## config.mk

```make
export PLATFORM = sky130hd
export DESIGN_NAME = cdb_broadcast_arbiter_flat
export DESIGN_NICKNAME = d
export VERILOG_FILES = /design/src/rtl/cdb_broadcast_arbiter_if.sv /design/src/rtl/cdb_broadcast_arbiter.sv /design/src/flat_wrapper.sv
export SDC_FILE = /design/constraint.sdc
export NUM_CORES = 1
export LEC_CHECK = 0
export BUFFER_PORTS_ARGS = -buffer_cell sky130_fd_sc_hd__buf_2
export CORE_UTILIZATION = 39
export DETAILED_ROUTE_END_ITERATION = 10
export PLACE_DENSITY_LB_ADDON = 0.1
export RECOVER_POWER = 50
export SLEW_MARGIN = 20
export SYNTH_ARGS = -nofsm -noshare
export SYNTH_HDL_FRONTEND = slang
export SYNTH_SLANG_ARGS = --single-unit
export TNS_END_PERCENT = 30
```

## constraint.sdc

```tcl
create_clock -name clk -period 14.2 [get_ports clk]
set_clock_uncertainty 0.15 [all_clocks]
set_input_delay 3.55 -clock clk [delete_from_list [all_inputs] [get_ports clk]]
set_output_delay 3.55 -clock clk [all_outputs]
set_load 0.02 [all_outputs]
```

## src/rtl/cdb_broadcast_arbiter_if.sv

```systemverilog
// Bundle between the functional units and the common data bus arbiter.
// The unit side pushes results (master) and the arbiter drives the broadcast (slave).
interface cdb_broadcast_arbiter_if #(
    parameter int WIDTH  = 31,
    parameter int ROB    = 2,
    parameter int NUM_FU = 3
);
    logic [NUM_FU-1:0]            fuValid;
    logic [NUM_FU-1:0][WIDTH:0]   fuResult;
    logic [NUM_FU-1:0][ROB:0]     fuRob;
    logic [NUM_FU-1:0]            fuReady;
    logic [WIDTH:0]               cdbResult;
    logic [ROB:0]                 cdbRobEntry;
    logic                         cdbValidBroadcast;
    logic [NUM_FU-1:0]            cdbSource;

    modport master (
        output fuValid, fuResult, fuRob,
        input  fuReady, cdbResult, cdbRobEntry, cdbValidBroadcast, cdbSource
    );

    modport slave (
        input  fuValid, fuResult, fuRob,
        output fuReady, cdbResult, cdbRobEntry, cdbValidBroadcast, cdbSource
    );
endinterface

```

## src/rtl/cdb_broadcast_arbiter.sv

```systemverilog
// Common data bus arbiter: per-unit FIFOs with head bypass, one registered broadcast per cycle.
// Define CDB_FIXED_PRIO_EN for fixed lowest-index-wins priority instead of round-robin.
module cdb_broadcast_arbiter #(
    parameter int WIDTH  = 31,
    parameter int ROB    = 2,
    parameter int NUM_FU = 3,
    parameter int DEPTH  = 2
) (
    input  logic clk,
    input  logic globalReset,
    input  logic clear,
    input  logic validCommit,
    cdb_broadcast_arbiter_if.slave bus
);
    localparam int AW = $clog2(DEPTH);
    localparam int CW = AW + 1;
    localparam int EW = WIDTH + ROB + 2;
    localparam int PW = (NUM_FU > 1) ? $clog2(NUM_FU) : 1;

    logic              flush;
    logic [NUM_FU-1:0] ready;
    logic [NUM_FU-1:0] push;
    logic [NUM_FU-1:0] req;
    logic [NUM_FU-1:0] grant;
    logic [EW-1:0]     cand [NUM_FU];
    logic [EW-1:0]     win_entry;
    logic [PW-1:0]     win_idx;
    logic              win_any;

    logic [WIDTH:0]    cdb_result_reg;
    logic [ROB:0]      cdb_rob_reg;
    logic              cdb_valid_reg;
    logic [NUM_FU-1:0] cdb_source_reg;

    assign flush = globalReset | (clear & validCommit);

    genvar gi;
    generate
        for (gi = 0; gi < NUM_FU; gi++) begin : g_unit
            logic [EW-1:0] mem_reg [DEPTH];
            logic [AW-1:0] rd_ptr_reg;
            logic [AW-1:0] wr_ptr_reg;
            logic [CW-1:0] count_reg;
            logic          empty;
            logic          pop;
            logic          write;

            assign empty     = (count_reg == '0);
            assign ready[gi] = (count_reg != CW'(DEPTH));
            assign push[gi]  = bus.fuValid[gi] & ready[gi];
            assign req[gi]   = !empty | push[gi];
            assign cand[gi]  = empty ? {bus.fuRob[gi], bus.fuResult[gi]} : mem_reg[rd_ptr_reg];
            // A granted push into an empty FIFO is broadcast directly and never stored.
            assign pop       = grant[gi] & !empty;
            assign write     = push[gi] & !(grant[gi] & empty);

            always_ff @(posedge clk) begin
                if (!flush && write) begin
                    mem_reg[wr_ptr_reg] <= {bus.fuRob[gi], bus.fuResult[gi]};
                end
            end

            always_ff @(posedge clk) begin
                if (flush) begin
                    rd_ptr_reg <= '0;
                    wr_ptr_reg <= '0;
                    count_reg  <= '0;
                end else begin
                    if (write) wr_ptr_reg <= wr_ptr_reg + AW'(1);
                    if (pop)   rd_ptr_reg <= rd_ptr_reg + AW'(1);
                    case ({write, pop})
                        2'b10:   count_reg <= count_reg + CW'(1);
                        2'b01:   count_reg <= count_reg - CW'(1);
                        default: count_reg <= count_reg;
                    endcase
                end
            end
        end
    endgenerate

`ifdef CDB_FIXED_PRIO_EN
    always_comb begin
        win_idx = '0;
        win_any = 1'b0;
        for (int k = NUM_FU - 1; k >= 0; k--) begin
            if (req[k]) begin
                win_idx = PW'(k);
                win_any = 1'b1;
            end
        end
    end
`else
    logic [PW-1:0] rr_ptr_reg;

    // Scan upward from rr_ptr_reg with wrap; the first requester found wins.
    always_comb begin
        int idx;
        idx     = 0;
        win_idx = '0;
        win_any = 1'b0;
        for (int k = 0; k < NUM_FU; k++) begin
            idx = (int'(rr_ptr_reg) + k) % NUM_FU;
            if (!win_any && req[idx]) begin
                win_idx = PW'(idx);
                win_any = 1'b1;
            end
        end
    end

    always_ff @(posedge clk) begin
        if (flush) begin
            rr_ptr_reg <= '0;
        end else if (win_any) begin
            rr_ptr_reg <= (win_idx == PW'(NUM_FU - 1)) ? '0 : win_idx + PW'(1);
        end
    end
`endif

    always_comb begin
        grant = '0;
        if (win_any) grant[win_idx] = 1'b1;
        win_entry = cand[win_idx];
    end

    always_ff @(posedge clk) begin
        if (flush) begin
            cdb_valid_reg  <= 1'b0;
            cdb_source_reg <= '0;
            cdb_result_reg <= '0;
            cdb_rob_reg    <= '0;
        end else begin
            cdb_valid_reg  <= win_any;
            cdb_source_reg <= grant;
            if (win_any) {cdb_rob_reg, cdb_result_reg} <= win_entry;
        end
    end

    assign bus.fuReady           = ready;
    assign bus.cdbResult         = cdb_result_reg;
    assign bus.cdbRobEntry       = cdb_rob_reg;
    assign bus.cdbValidBroadcast = cdb_valid_reg;
    assign bus.cdbSource         = cdb_source_reg;
endmodule

```

## src/flat_wrapper.sv

```systemverilog
// flat-port wrapper written by rule: the top's interface ports become plain ports
module cdb_broadcast_arbiter_flat 
#(
    parameter int WIDTH  = 31,
    parameter int ROB    = 2,
    parameter int NUM_FU = 3,
    parameter int DEPTH  = 2
)
  (clk, globalReset, clear, validCommit, bus_fuValid, bus_fuResult, bus_fuRob, bus_fuReady, bus_cdbResult, bus_cdbRobEntry, bus_cdbValidBroadcast, bus_cdbSource);
  cdb_broadcast_arbiter_if #(.WIDTH(WIDTH), .ROB(ROB), .NUM_FU(NUM_FU)) bus_i ();
  input  logic clk;
  input  logic globalReset;
  input  logic clear;
  input  logic validCommit;
  input wire logic [$bits(bus_i.fuValid)-1:0] bus_fuValid;
  input wire logic [$bits(bus_i.fuResult)-1:0] bus_fuResult;
  input wire logic [$bits(bus_i.fuRob)-1:0] bus_fuRob;
  output wire logic [$bits(bus_i.fuReady)-1:0] bus_fuReady;
  output wire logic [$bits(bus_i.cdbResult)-1:0] bus_cdbResult;
  output wire logic [$bits(bus_i.cdbRobEntry)-1:0] bus_cdbRobEntry;
  output wire logic [$bits(bus_i.cdbValidBroadcast)-1:0] bus_cdbValidBroadcast;
  output wire logic [$bits(bus_i.cdbSource)-1:0] bus_cdbSource;
  assign bus_i.fuValid = bus_fuValid;
  assign bus_i.fuResult = bus_fuResult;
  assign bus_i.fuRob = bus_fuRob;
  assign bus_fuReady = bus_i.fuReady;
  assign bus_cdbResult = bus_i.cdbResult;
  assign bus_cdbRobEntry = bus_i.cdbRobEntry;
  assign bus_cdbValidBroadcast = bus_i.cdbValidBroadcast;
  assign bus_cdbSource = bus_i.cdbSource;
  cdb_broadcast_arbiter #(.WIDTH(WIDTH), .ROB(ROB), .NUM_FU(NUM_FU), .DEPTH(DEPTH)) u_core (.clk(clk), .globalReset(globalReset), .clear(clear), .validCommit(validCommit), .bus(bus_i));
endmodule
```

After elaboration in Yosys (flattened, before gate mapping)
Memories as Yosys holds them, arrays and structs flattened. A register that Yosys moved wholly into a read port is not among the register bits.
Index checks and enable logic that the tools add are counted.

word-level totals
  bits in writable memories = 210
  memories kept = 3
  logic and storage cells = 130
  bits of input ports = 112
  output and inout bits = 42
  flip-flop bits (word level) = 53

operators by class
  $lt $le $gt $ge = 6
  add/sub/neg operators = 15
  muxes and demuxes = 40
  bitwise operators = 18
  divide/modulo/power cells = 3
  equality and inequality tests = 10
  reductions and logical operators = 21

memories
  memory                    depth  width  read ports  clocked after memory_dff  wr ports  RTL line                     source
  u_core.g_unit[0].mem_reg  2      35     1           1                         1         cdb_broadcast_arbiter.sv:40  logic [EW-1:0] mem_reg [DEPTH];
  u_core.g_unit[1].mem_reg  2      35     1           1                         1         cdb_broadcast_arbiter.sv:40
  u_core.g_unit[2].mem_reg  2      35     1           1                         1         cdb_broadcast_arbiter.sv:40

operator list
  operator                                                                       number
  35-bit two-way mux                                                             5
  32-bit by 4-bit less-than comparator with 1-bit output, second input constant  3
  35-bit binary-select mux with 2-bit select                                     1
  32-bit by 3-bit remainder unit with 32-bit output, second input constant       2
  3-bit by 3-bit remainder unit with 32-bit output, second input constant        1
  1-bit two-way mux                                                              22
  1-bit AND                                                                      13
  2-bit case mux with 2 select lines                                             3
  1-bit logical NOT                                                              9
  2-bit by 1-bit adder with 2-bit output, second input constant                  4
  2-bit equality test, second input constant                                     4
  2-bit two-way mux                                                              4
  1-bit adder, second input constant                                             6
  1-bit binary-select mux with 2-bit select                                      3
  2-bit by 1-bit equality test with 1-bit output, second input constant          3
  1-bit logical AND                                                              6
  2-bit logical NOT                                                              3
  2-bit inequality test, second input constant                                   3
  2-bit nonzero test                                                             3
  2-bit by 1-bit subtractor with 2-bit output, second input constant             3
  1-bit bitwise OR                                                               4
  2-bit by 1-bit adder with 3-bit output, second input constant                  1
  2-bit by 2-bit adder with 3-bit output, second input constant                  1
  3-bit >= comparator, second input constant                                     1
  5 further kinds                                                                5

Longest topological paths before layout
Gate-level depths: netlist of the first run.

  depth in word-level cells = 24
  depth in mapped cells = 14
  depth with buffers taken out = 11

Least setup slack after synthesis of the first run
No wires, ideal clock.

  path type = input port to flip-flop
  start point = in bus_fuValid[0]
  end point = mem u_core.g_unit[1].mem_reg[1][0] (netlist bit), enable pin
  setup slack = 6.666 ns
  required time = 13.579 ns
  library setup time = 0.471 ns
  data arrival time = 6.913 ns
  cell stages on the path = 5
  path buffers = 0
  path through = nor3_2 -> a211oi_2 -> o21bai_1 -> a21bo_2 -> nor3_1

on the way
  longest elaborated chain between the ends = 23
  elaborated cells between the ends (all ways) = 33
  classes of those cells = order compare: 2; mux: 20; bitwise: 4; reduce/logical: 7

ends and longest elaborated chain
  what                                                   RTL line                      source
  start: declaration                                     flat_wrapper.sv:15            input wire logic [$bits(bus_i.fuValid)-1:0] bus_fuValid;
  1-bit AND *                                            cdb_broadcast_arbiter.sv:50   assign push[gi] = bus.fuValid[gi] & ready[gi];
  1-bit bitwise OR *                                     cdb_broadcast_arbiter.sv:51   assign req[gi] = !empty | push[gi];
  1-bit binary-select mux with 2-bit select              cdb_broadcast_arbiter.sv:103  if (!win_any && req[idx]) begin
  1-bit two-way mux (not written as such) (2 in series)  cdb_broadcast_arbiter.sv:103
  1-bit two-way mux                                      cdb_broadcast_arbiter.sv:103
  1-bit logical NOT                                      cdb_broadcast_arbiter.sv:103
  1-bit logical AND                                      cdb_broadcast_arbiter.sv:103
  1-bit two-way mux                                      cdb_broadcast_arbiter.sv:103
  (+6 left out)                                          --
  1-bit demux with 2-bit select                          --
  3-bit two-way mux *                                    cdb_broadcast_arbiter.sv:121  if (win_any) grant[win_idx] = 1'b1;
  1-bit AND *                                            cdb_broadcast_arbiter.sv:55   assign write = push[gi] & !(grant[gi] & empty);
  1-bit logical NOT *                                    cdb_broadcast_arbiter.sv:55
  1-bit AND *                                            cdb_broadcast_arbiter.sv:55
  1-bit logical AND *                                    cdb_broadcast_arbiter.sv:58   if (!flush && write) begin
  1-bit two-way mux *                                    cdb_broadcast_arbiter.sv:58
  1-bit two-way mux (not written as such) *              cdb_broadcast_arbiter.sv:59   mem_reg[wr_ptr_reg] <= {bus.fuRob[gi], bus.fuResult[gi]};
  end: declaration                                       cdb_broadcast_arbiter.sv:40

Every way passes the cells marked *; elsewhere a longest branch is shown, timed or not. The select of a mux whose other input is x is not followed.

Worst setup path after layout of the first run
  start point = in bus_fuValid[2]
  end point = reg u_core.g_unit[0].count_reg[1]

on the way
  elaborated cells between the ends (all ways) = 35
  classes of those cells = order compare: 2; eq/ne: 2; mux: 19; bitwise: 5; reduce/logical: 7

RTL lines
  what                                                                                   RTL line                      source
  1-bit AND *                                                                            cdb_broadcast_arbiter.sv:50
  1-bit bitwise OR *                                                                     cdb_broadcast_arbiter.sv:51
  1-bit binary-select mux with 2-bit select                                              cdb_broadcast_arbiter.sv:103
  1-bit two-way mux (not written as such) (2 in series)                                  cdb_broadcast_arbiter.sv:103
  1-bit two-way mux                                                                      cdb_broadcast_arbiter.sv:103
  1-bit logical NOT                                                                      cdb_broadcast_arbiter.sv:103
  1-bit logical AND                                                                      cdb_broadcast_arbiter.sv:103
  1-bit two-way mux                                                                      cdb_broadcast_arbiter.sv:103
  (+4 left out)                                                                          --
  1-bit logical AND (not written as such)                                                cdb_broadcast_arbiter.sv:121
  1-bit two-way mux (not written as such)                                                cdb_broadcast_arbiter.sv:121
  1-bit demux with 2-bit select                                                          --
  3-bit two-way mux *                                                                    cdb_broadcast_arbiter.sv:121
  1-bit AND *                                                                            cdb_broadcast_arbiter.sv:54   assign pop = grant[gi] & !empty;
  via u_core.g_unit[0].pop                                                               cdb_broadcast_arbiter.sv:45   logic pop;
  2-bit by 1-bit equality test with 1-bit output or 2-bit equality test (tied branches)  cdb_broadcast_arbiter.sv:71   case ({write, pop})
  2-bit case mux with 2 select lines or 2-bit nonzero test (tied branches)               --
  end signal: assignment                                                                 cdb_broadcast_arbiter.sv:72   2'b10: count_reg <= count_reg + CW'(1);
  end signal: assignment                                                                 cdb_broadcast_arbiter.sv:73   2'b01: count_reg <= count_reg - CW'(1);
  end signal: assignment                                                                 cdb_broadcast_arbiter.sv:74   default: count_reg <= count_reg;
  end: declaration                                                                       cdb_broadcast_arbiter.sv:43   logic [CW-1:0] count_reg;

Mark *: on every way through the listed nets, which the timed path passes. The rest lies on a longest branch. The select of a mux whose other input is x is not followed.
A chain may end at the register's enable or synchronous reset.

==> results.json, run 1 <==
{
  "drv_slew": 80,
  "grt-ovfl-total": 0,
  "relSlewSlack": -0.366,
  "layout.cells.non_filler": 1395,
  "crit_top_cell": "clkbuf_1",
  "whs_path_depth": 2,
  "cpPeakStageDelay_ps": 1450,
  "avgSynthCellArea_um2": 13.1,
  "slowest_stage": "clkbuf_1",
  "synth_xor_area_frac": 0.00616,
  "drcViolationCount": 0,
  "placed_cells": 1342,
  "fmax_mhz": 127,
  "crit_path_end_kind": "flop",
  "antenna_found_initial": 0,
  "synth_compound_area_frac": 0.132,
  "ys_types": 47,
  "cts_hold_buf": 0,
  "tns_ps": 0,
  "die_w_um": 173,
  "ys_ff_latch": 266,
  "area_growth_pct": 15.7,
  "seq_area_um2": 7430,
  "hold_path.class": "flop to flop",
  "die_y_um": 173,
  "yosysSeqAreaShare": 0.653,
  "hpwl_mm": 21.0,
  "place_worst_setup_slack_ps": 7360,
  "timing.final.crit_share": 0.552,
  "path_clk_slew_ps": 60,
  "cts_tree": "built",
  "global_route.usage.met1": 0.303,
  "first_global_vias": 7142,
  "synthArstFlopShare": 0,
  "rsz0062_at_grt": "false",
  "postCtsResizedCells": 0,
  "p_per_area_nw_per_um2": 209,
  "cts_setup_buffers": 0,
  "timing.final.ws_setup_ps": 6360,
  "io_buffers": 153,
  "fill_cells": 2651,
  "ys.flop_type": "edfxtp_1",
  "crit_arrival_ps": 8160,
  "syn_area_um2": 11400,
  "synth_edf_count": 210,
  "fin_crit_ps": 7840,
  "cp_max_fo": 40,
  "r2r_cells": 10,
  "hold_violations": 0,
  "initial_utilization": 0.396,
  "crit_chain": "clkbuf_1 > nor4_4 > o2111a_1 > nor2_2 > clkbuf_1 > nand4_1 > inv_1 > ha_1 > or3_1 > a21oi_1",
  "worst_pin_slew_ps": 2050,
  "synth_top_family_by_area": "compound AO/OA/AOI/OAI gates",
  "startpoint": "bus_fuValid[2]",
  "grt_pass1_wl_mm": 46.7,
  "multi_input_area_um2": 3600,
  "clkLatencyLatePin_ps": 540,
  "die-area_um2": 29800,
  "drv_cap": 2,
  "clock_path_buffers": 3,
  "wire_per_inst_um": 22.6,
  "fp.coreArea_um2": 28700,
  "antenna_cells": 0,
  "groute.usage.overall": 0.209,
  "status": "finished, violations left",
  "synthSimpleGateAreaFrac": 0.0722,
  "drive_gt1_frac": 0.0831,
  "grt_use_met3": 0.0336,
  "route.vias.total": 7570,
  "cts_root_buf": "clkbuf_16",
  "largest_reg_flops": 210,
  "num_rows": 62,
  "cts_sinks": 266,
  "place_congestion": 0.794,
  "p_leak_nw": 4.15,
  "met2_usage": 0.324,
  "synth_adder_area_share": 0.00550,
  "grt_max_degree": 72,
  "cts_inserted_buffers": 29,
  "num_io_pins": 154,
  "fin_nets": 1108,
  "yosysWarningCount": 0,
  "r2r_start": "u_core.rr_ptr_reg[0]$_SDFFE_PP0N_",
  "crit_type": "input port to flop",
  "yosysTopAreaCell": "edfxtp_1",
  "h-tree-depth": 1,
  "synth_area_leaders": "edfxtp_1 (55%), dfxtp_1 (9.9%), mux2i_1 (9.6%)",
  "violations": "capacitance limit, slew limit",
  "setup_viol": 0,
  "final_common_cell": "edfxtp_1",
  "syn_nets": 982,
  "required_ps": 14510,
  "ir_drop_mv": 0.111,
  "cp-start-kind": "input port",
  "drt-initial-drc-count": 836,
  "ant_nets": 0,
  "drt-total-wl_mm": 31.5,
  "synth_top_area_share": 0.555,
  "synth_cells": 865,
  "first_pass_iters": 8,
  "via_per_inst": 5.43,
  "holdCritStartpoint": "u_core.g_unit[1].wr_ptr_reg$_SDFFE_PP0P_",
  "grt_busiest_layer": "met2",
  "synth_mux_area_frac": 0.0969,
  "layout_common_cells": "edfxtp_1 (210), clkbuf_1 (156), mux2i_1 (109)"
}
==> metal layers <==
| metal | vias up | share of wire |
|---|---|---|
| met2 | 254 | 0.46 |
| met5 | - | 0 |
| met3 | 34 | 0.061 |
| li1 | 3617 | - |
| met4 | 0 | 0.021 |
| met1 | 3665 | 0.46 |
==> synth_stat cells (all sizes together), types with 6 or more instances <==
cell type,n
edfxtp,210
mux2i,109
a21oi,76
o21ai,75
nand3,71
dfxtp,56
nor2,53
clkbuf,40
a211oi,37
a222oi,35
buf,35
nor3,9
nand2,8
inv,6
==> layout make-up <==
| type | count | share of cell area |
|---|---|---|
| well taps | 384 | 0.0365 |
| multi-input cells | 518 | 0.274 |
| clock inverters | 8 | 0.00257 |
| repair buffers | 170 | 0.0576 |
| clock buffers | 43 | 0.0631 |
| flip-flops and latches | 266 | 0.565 |
| inverters | 6 | 0.00171 |
==> cells by family after synthesis <==
kind of cell | count (synthesis)
compound gates | 234
mux | 110
flops | 266
buf+inv | 81
fa+ha+maj | 5
xor+xnor | 8
simple gates | 161
==> report_power, final <==
group	switching (mW)	internal [mW]	total [mW]
Clock	0.290	0.399	0.689
Sequential	0.0623	0.966	1.03
Combinational	0.697	0.331	1.03
Total	1.05	1.70	2.74
==> stage by stage <==
stage	util	hold slack, ps	cell area (µm²)	power [mW]
after floorplan	-	288	11400	1.77
after global placement	0.433	299	12400	2.07
after detailed placement	0.434	305	12400	2.08
after CTS	0.464	313	13300	2.78
after global routing	0.458	352	13200	2.88
final	0.458	311	13200	2.74
==> path summary, 6_finish.rpt <==
check	end	slack [ps]
max	u_core.g_unit[0].count_reg[1]$_SDFFE_PP0P_	6360
min	u_core.g_unit[1].wr_ptr_reg$_SDFFE_PP0P_	310
max reg2reg	u_core.g_unit[0].count_reg[1]$_SDFFE_PP0P_	9950
min reg2reg	u_core.g_unit[1].wr_ptr_reg$_SDFFE_PP0P_	310
==> critical path: cells and delay by family <==
family | cells | cell delay (ps)
buffers and inverters | 3 | 2980
AND/OR/NAND/NOR | 4 | 960
AO/OA/AOI/OAI | 2 | 370
adder cells (fa/ha/maj) | 1 | 280
Power figures use the tool's default switching activity.
==> run 2, diff against run 1 <==
==> constraint.sdc (replaced) <==
create_clock -name clk -period 7.5 [get_ports clk]
set_clock_uncertainty 0.15 [all_clocks]
set_input_delay 1.875 -clock clk [delete_from_list [all_inputs] [get_ports clk]]
set_output_delay 1.875 -clock clk [all_outputs]
set_load 0.02 [all_outputs]
==> run 2 against run 1 <==
Net effect:
- the flow still finishes with violations (capacitance limit, slew limit)
- critical path depth is 3 lower
- via count increased by 0.65%
- sequential power grew 89%
- combinational power grew 88%
- count of clock-buffer cells in the layout grew 2
- hold slack better by 8.5 ps
- first-iteration DRC count increased by 9.8%
- global-route usage fell by 0.12 points
- sequential share of layout area is essentially flat
- die area is the same
- non-clock buffer count decreased by 1
- register-to-register slack worse by 6100 ps
- largest power group unchanged
==> results.json, run 2 (synthesized netlist as in run 1, its figures left out) <==
{
  "status": "finished, violations left",
  "hold_path_end": "u_core.g_unit[1].wr_ptr_reg$_SDFFE_PP0P_",
  "cts_setup_buffers": 0,
  "grt-ovfl-total": 0,
  "via_per_inst": 5.45,
  "fmax_mhz": 181,
  "hold_path.class": "flop to flop",
  "grt_pass1_wl_mm": 46.5,
  "die-area_um2": 29800,
  "postCtsResizedCells": 0,
  "die_y_um": 173,
  "crit_arrival_ps": 5610,
  "path_clk_slew_ps": 60,
  "p_leak_nw": 4.17,
  "hpwl_mm": 20.9,
  "first_pass_iters": 7,
  "groute.usage.overall": 0.207,
  "violations": "capacitance limit, slew limit",
  "antenna_cells": 0,
  "route.vias.total": 7619,
  "io_buffers": 153,
  "whs_path_depth": 2,
  "h-tree-depth": 1,
  "die_w_um": 173,
  "required_ps": 7580,
  "num_io_pins": 154,
  "ant_nets": 0,
  "num_rows": 62,
  "setup_viol": 0,
  "placed_cells": 1342,
  "area_growth_pct": 15.7,
  "cp-start-kind": "input port",
  "tns_ps": 0,
  "fin_nets": 1107,
  "first_global_vias": 7229,
  "layout_common_cells": "edfxtp_1 (210), clkbuf_1 (156), mux2i_1 (109)",
  "layout.cells.non_filler": 1397,
  "fp.coreArea_um2": 28700,
  "worst_pin_slew_ps": 1930,
  "cts_sinks": 266,
  "clkLatencyLatePin_ps": 540,
  "initial_utilization": 0.396,
  "drcViolationCount": 0,
  "rsz0062_at_grt": "false",
  "drv_cap": 1,
  "crit_type": "input port to flop",
  "crit_chain": "clkbuf_1 > or3_1 > a211o_1 > o21bai_1 > a21bo_1 > nor2_1 > buf_12",
  "r2r_start": "u_core.rr_ptr_reg[0]$_SDFFE_PP0N_",
  "fill_cells": 2669,
  "drive_gt1_frac": 0.0888,
  "drv_slew": 39,
  "cts_tree": "built",
  "cts_root_buf": "clkbuf_16",
  "multi_input_area_um2": 3600,
  "largest_reg_flops": 210,
  "fin_crit_ps": 5530,
  "reg2reg_to": "u_core.g_unit[1].mem_reg[0][1]$_DFFE_PP_",
  "seq_area_um2": 7430,
  "cpPeakStageDelay_ps": 1360,
  "place_congestion": 0.794,
  "drt-total-wl_mm": 31.4,
  "final_common_cell": "edfxtp_1",
  "relSlewSlack": -0.289,
  "hold_violations": 0,
  "ir_drop_mv": 0.195,
  "grt_max_degree": 72,
  "timing.final.crit_share": 0.738,
  "cp_max_fo": 38,
  "antenna_found_initial": 0,
  "slowest_stage": "clkbuf_1",
  "p_per_area_nw_per_um2": 397,
  "drt-initial-drc-count": 918,
  "holdWs_ps": 320,
  "holdCritStartpoint": "u_core.g_unit[1].wr_ptr_reg$_SDFFE_PP0P_",
  "cts_hold_buf": 0,
  "cpLargestDelayFamily": "buffers and inverters",
  "rrSetupSlack_ps": 3850,
  "r2r_cells": 7,
  "wire_per_inst_um": 22.5,
  "cts_inserted_buffers": 29,
  "crit_path_end_kind": "flop",
  "worst-path-buf-inv": 2,
  "clock_path_buffers": 3
}
-- run 2: changes by cell type in the layout (fill, tap and decap cells not counted), sizes merged --
cell    before  now
clkbuf     192  193
clkinv       8    6
inv          6    9
-- run 2: routing by layer --
layer | routed length (µm) | track usage | up-vias
li1 | - | - | 3627
met1 | 14700 | 0.302 | 3709
met2 | 14200 | 0.322 | 245
met3 | 1730 | 0.0310 | 38
met4 | 803 | 0.0594 | 0
met5 | 0 | 0 | -
-- run 2: cell type report --
type                    count  share of cell area
flip-flops and latches    266               0.565
multi-input cells         518               0.273
clock buffers              45              0.0645
repair buffers            169              0.0551
well taps                 384              0.0365
clock inverters             9             0.00399
inverters                   6             0.00171
-- run 2: metrics by stage --
step	util	worst slack (ps)	total power [mW]	instance area [µm²]
floorplan	-	1640	3.34	11400
global placement	0.433	2340	3.93	12400
detailed placement	0.434	2320	3.94	12400
CTS	0.465	2880	5.29	13300
global route	0.458	1750	5.49	13200
finish	0.458	1970	5.23	13200
-- run 2: how the worst max path moves through the flow --
stage,startpoint,slack (ps),endpoint,cells after the start
after global placement,bus_fuValid[1],2340,u_core.g_unit[0].count_reg[1]$_SDFFE_PP0P_,9
after detailed placement,bus_fuValid[1],2320,u_core.g_unit[0].count_reg[1]$_SDFFE_PP0P_,9
final,bus_fuValid[2],1970,u_core.g_unit[1].mem_reg[0][1]$_DFFE_PP_,7
after floorplan,bus_fuValid[0],1640,u_core.g_unit[1].mem_reg[1][0]$_DFFE_PP_,5
after CTS,bus_fuValid[1],2880,u_core.g_unit[0].count_reg[1]$_SDFFE_PP0P_,9
after global routing,bus_fuValid[2],1750,u_core.g_unit[1].mem_reg[0][5]$_DFFE_PP_,7
-- run 2: power by group --
| group | switching, mW | internal [mW] |
|---|---|---|
| Sequential | 0.118 | 1.83 |
| Combinational | 1.32 | 0.621 |
| Clock | 0.566 | 0.776 |
| Total | 2.00 | 3.23 |
-- run 2: worst reg2reg max path, cell delays in order (launching register included) --
cell,delay [ps]
dfxtp_1,360
inv_1,60
ha_1,400
a211oi_2,570
o21bai_1,150
a21bo_1,270
nor2_1,1090
buf_12,290
==> run 3, diff against run 2 <==
==> constraint.sdc (replaced) <==
create_clock -name clk -period 5.3 [get_ports clk]
set_clock_uncertainty 0.15 [all_clocks]
set_input_delay 1.325 -clock clk [delete_from_list [all_inputs] [get_ports clk]]
set_output_delay 1.325 -clock clk [all_outputs]
set_load 0.02 [all_outputs]
==> run 3 against run 2 <==
Net effect:
- the run now ends clean
- via count is 0.59% higher
- hold slack worse by 5.4 ps
- count of clock-buffer cells in the layout is 1 higher
- highest routed layer unchanged
- critical path type unchanged
- critical endpoint is now u_core.g_unit[1].mem_reg[0][14]$_DFFE_PP_
==> results.json, run 3 (synthesized netlist as in run 1, its figures left out) <==
{
  "cts_hold_buf": 0,
  "worst_pin_slew_ps": 1220,
  "cp_max_fo": 24,
  "drv_slew": 0,
  "cts_tree": "built",
  "io_buffers": 153,
  "hold_violations": 0,
  "num_io_pins": 154,
  "status": "completed",
  "antenna_found_initial": 1,
  "num_rows": 62,
  "first_pass_iters": 7,
  "timing.final.crit_share": 0.800,
  "place_congestion": 0.841,
  "ant_nets": 0,
  "grt_pass1_wl_mm": 46.4,
  "slowest_stage": "nor2_1",
  "postCtsResizedCells": 0,
  "setup_viol": 0,
  "crit_arrival_ps": 4300,
  "wire_per_inst_um": 22.2,
  "area_growth_pct": 17.0,
  "relSlewSlack": 0.180,
  "first_global_vias": 7289,
  "cp-start-kind": "input port",
  "crit_chain": "buf_2 > nor3_1 > a211oi_1 > o21bai_1 > a21bo_1 > nor2_1 > buf_4",
  "layout.cells.non_filler": 1406,
  "grt_max_degree": 72,
  "grt-ovfl-total": 0,
  "die-area_um2": 29800,
  "p_per_area_nw_per_um2": 571,
  "met1_length_mm": 14.4,
  "cts_setup_buffers": 0,
  "fmax_mhz": 236,
  "top_layer": "met4",
  "tns_ps": 0,
  "fill_cells": 2710,
  "groute.usage.overall": 0.208,
  "cts_sinks": 266,
  "path_clk_slew_ps": 60,
  "placed_cells": 1350,
  "clock_path_buffers": 3,
  "rsz0062_at_grt": "false",
  "hpwl_mm": 21.2,
  "cts_root_buf": "clkbuf_16",
  "fin_nets": 1115,
  "h-tree-depth": 1,
  "route.vias.total": 7664,
  "fin_crit_ps": 4240,
  "initial_utilization": 0.396,
  "die_w_um": 173,
  "via_per_inst": 5.45,
  "crit_path_end_kind": "flop",
  "clkLatencyLatePin_ps": 550,
  "report.power.total_mw": 7.60,
  "fin_util": 0.464,
  "p_leak_nw": 4.25,
  "drcViolationCount": 0,
  "met2WireLength_mm": 13.9,
  "fp.coreArea_um2": 28700,
  "drt-initial-drc-count": 724,
  "largest_reg_flops": 210,
  "holdWs_ps": 314,
  "wl_met3_mm": 1.78,
  "layout_common_cells": "edfxtp_1 (210), clkbuf_1 (151), mux2i_1 (109)",
  "crit_type": "input port to flop",
  "die_y_um": 173,
  "drive_gt1_frac": 0.0960,
  "cpPeakStageDelay_ps": 950,
  "cts_inserted_buffers": 30,
  "hold_path.class": "flop to flop",
  "drv_cap": 0,
  "ir_drop_mv": 0.331,
  "final_common_cell": "edfxtp_1",
  "drt-total-wl_mm": 31.3,
  "required_ps": 5360
}
-- run 3: stage by stage --
| stage | setup WS (ps) | cell area (µm²) |
|---|---|---|
| after detailed placement | 1200 | 12500 |
| after global placement | 1230 | 12500 |
| after floorplan | 49.8 | 11400 |
| final | 1060 | 13300 |
| after global routing | 815 | 13300 |
| after CTS | 1740 | 13500 |
-- run 3: path summary, 6_finish.rpt --
path | cells after the start | to | start | slack, ps
worst max-delay path | 7 | u_core.g_unit[1].mem_reg[0][14]$_DFFE_PP_ | bus_fuValid[0] | 1060
worst min register to register | 2 | u_core.g_unit[1].wr_ptr_reg$_SDFFE_PP0P_ | u_core.g_unit[1].wr_ptr_reg$_SDFFE_PP0P_ | 310
worst max register to register | 7 | u_core.g_unit[1].mem_reg[0][14]$_DFFE_PP_ | u_core.rr_ptr_reg[0]$_SDFFE_PP0N_ | 1240
worst min-delay path | 2 | u_core.g_unit[1].wr_ptr_reg$_SDFFE_PP0P_ | u_core.g_unit[1].wr_ptr_reg$_SDFFE_PP0P_ | 310
-- run 3: routing by layer --
metal	global-route usage	vias up
li1	-	3639
met1	0.301	3713
met2	0.314	260
met3	0.0306	52
met4	0.0819	0
met5	0	-
-- run 3: layout make-up --
| type | instances | area (µm²) | area share |
|---|---|---|---|
| timing repair buffer | 176 | 757 | 0.0569 |
| inverter | 6 | 22.5 | 0.00169 |
| clock inverter | 9 | 101 | 0.00762 |
| sequential | 266 | 7430 | 0.558 |
| tap | 384 | 480 | 0.0361 |
| clock buffer | 46 | 922 | 0.0693 |
| multi-input combinational | 518 | 3590 | 0.270 |
| antenna | 1 | 2.50 | 0.000188 |
-- run 3: report_power, final --
group | switching (mW) | internal (mW)
combinational | 1.83 | 0.890
clock | 0.809 | 1.29
sequential | 0.195 | 2.59
-- run 3: critical path, delay by kind of cell --
family / cells / cell delay (ps)
buf+inv: 2 / 610
simple gates: 2 / 1060
compound gates: 3 / 1280
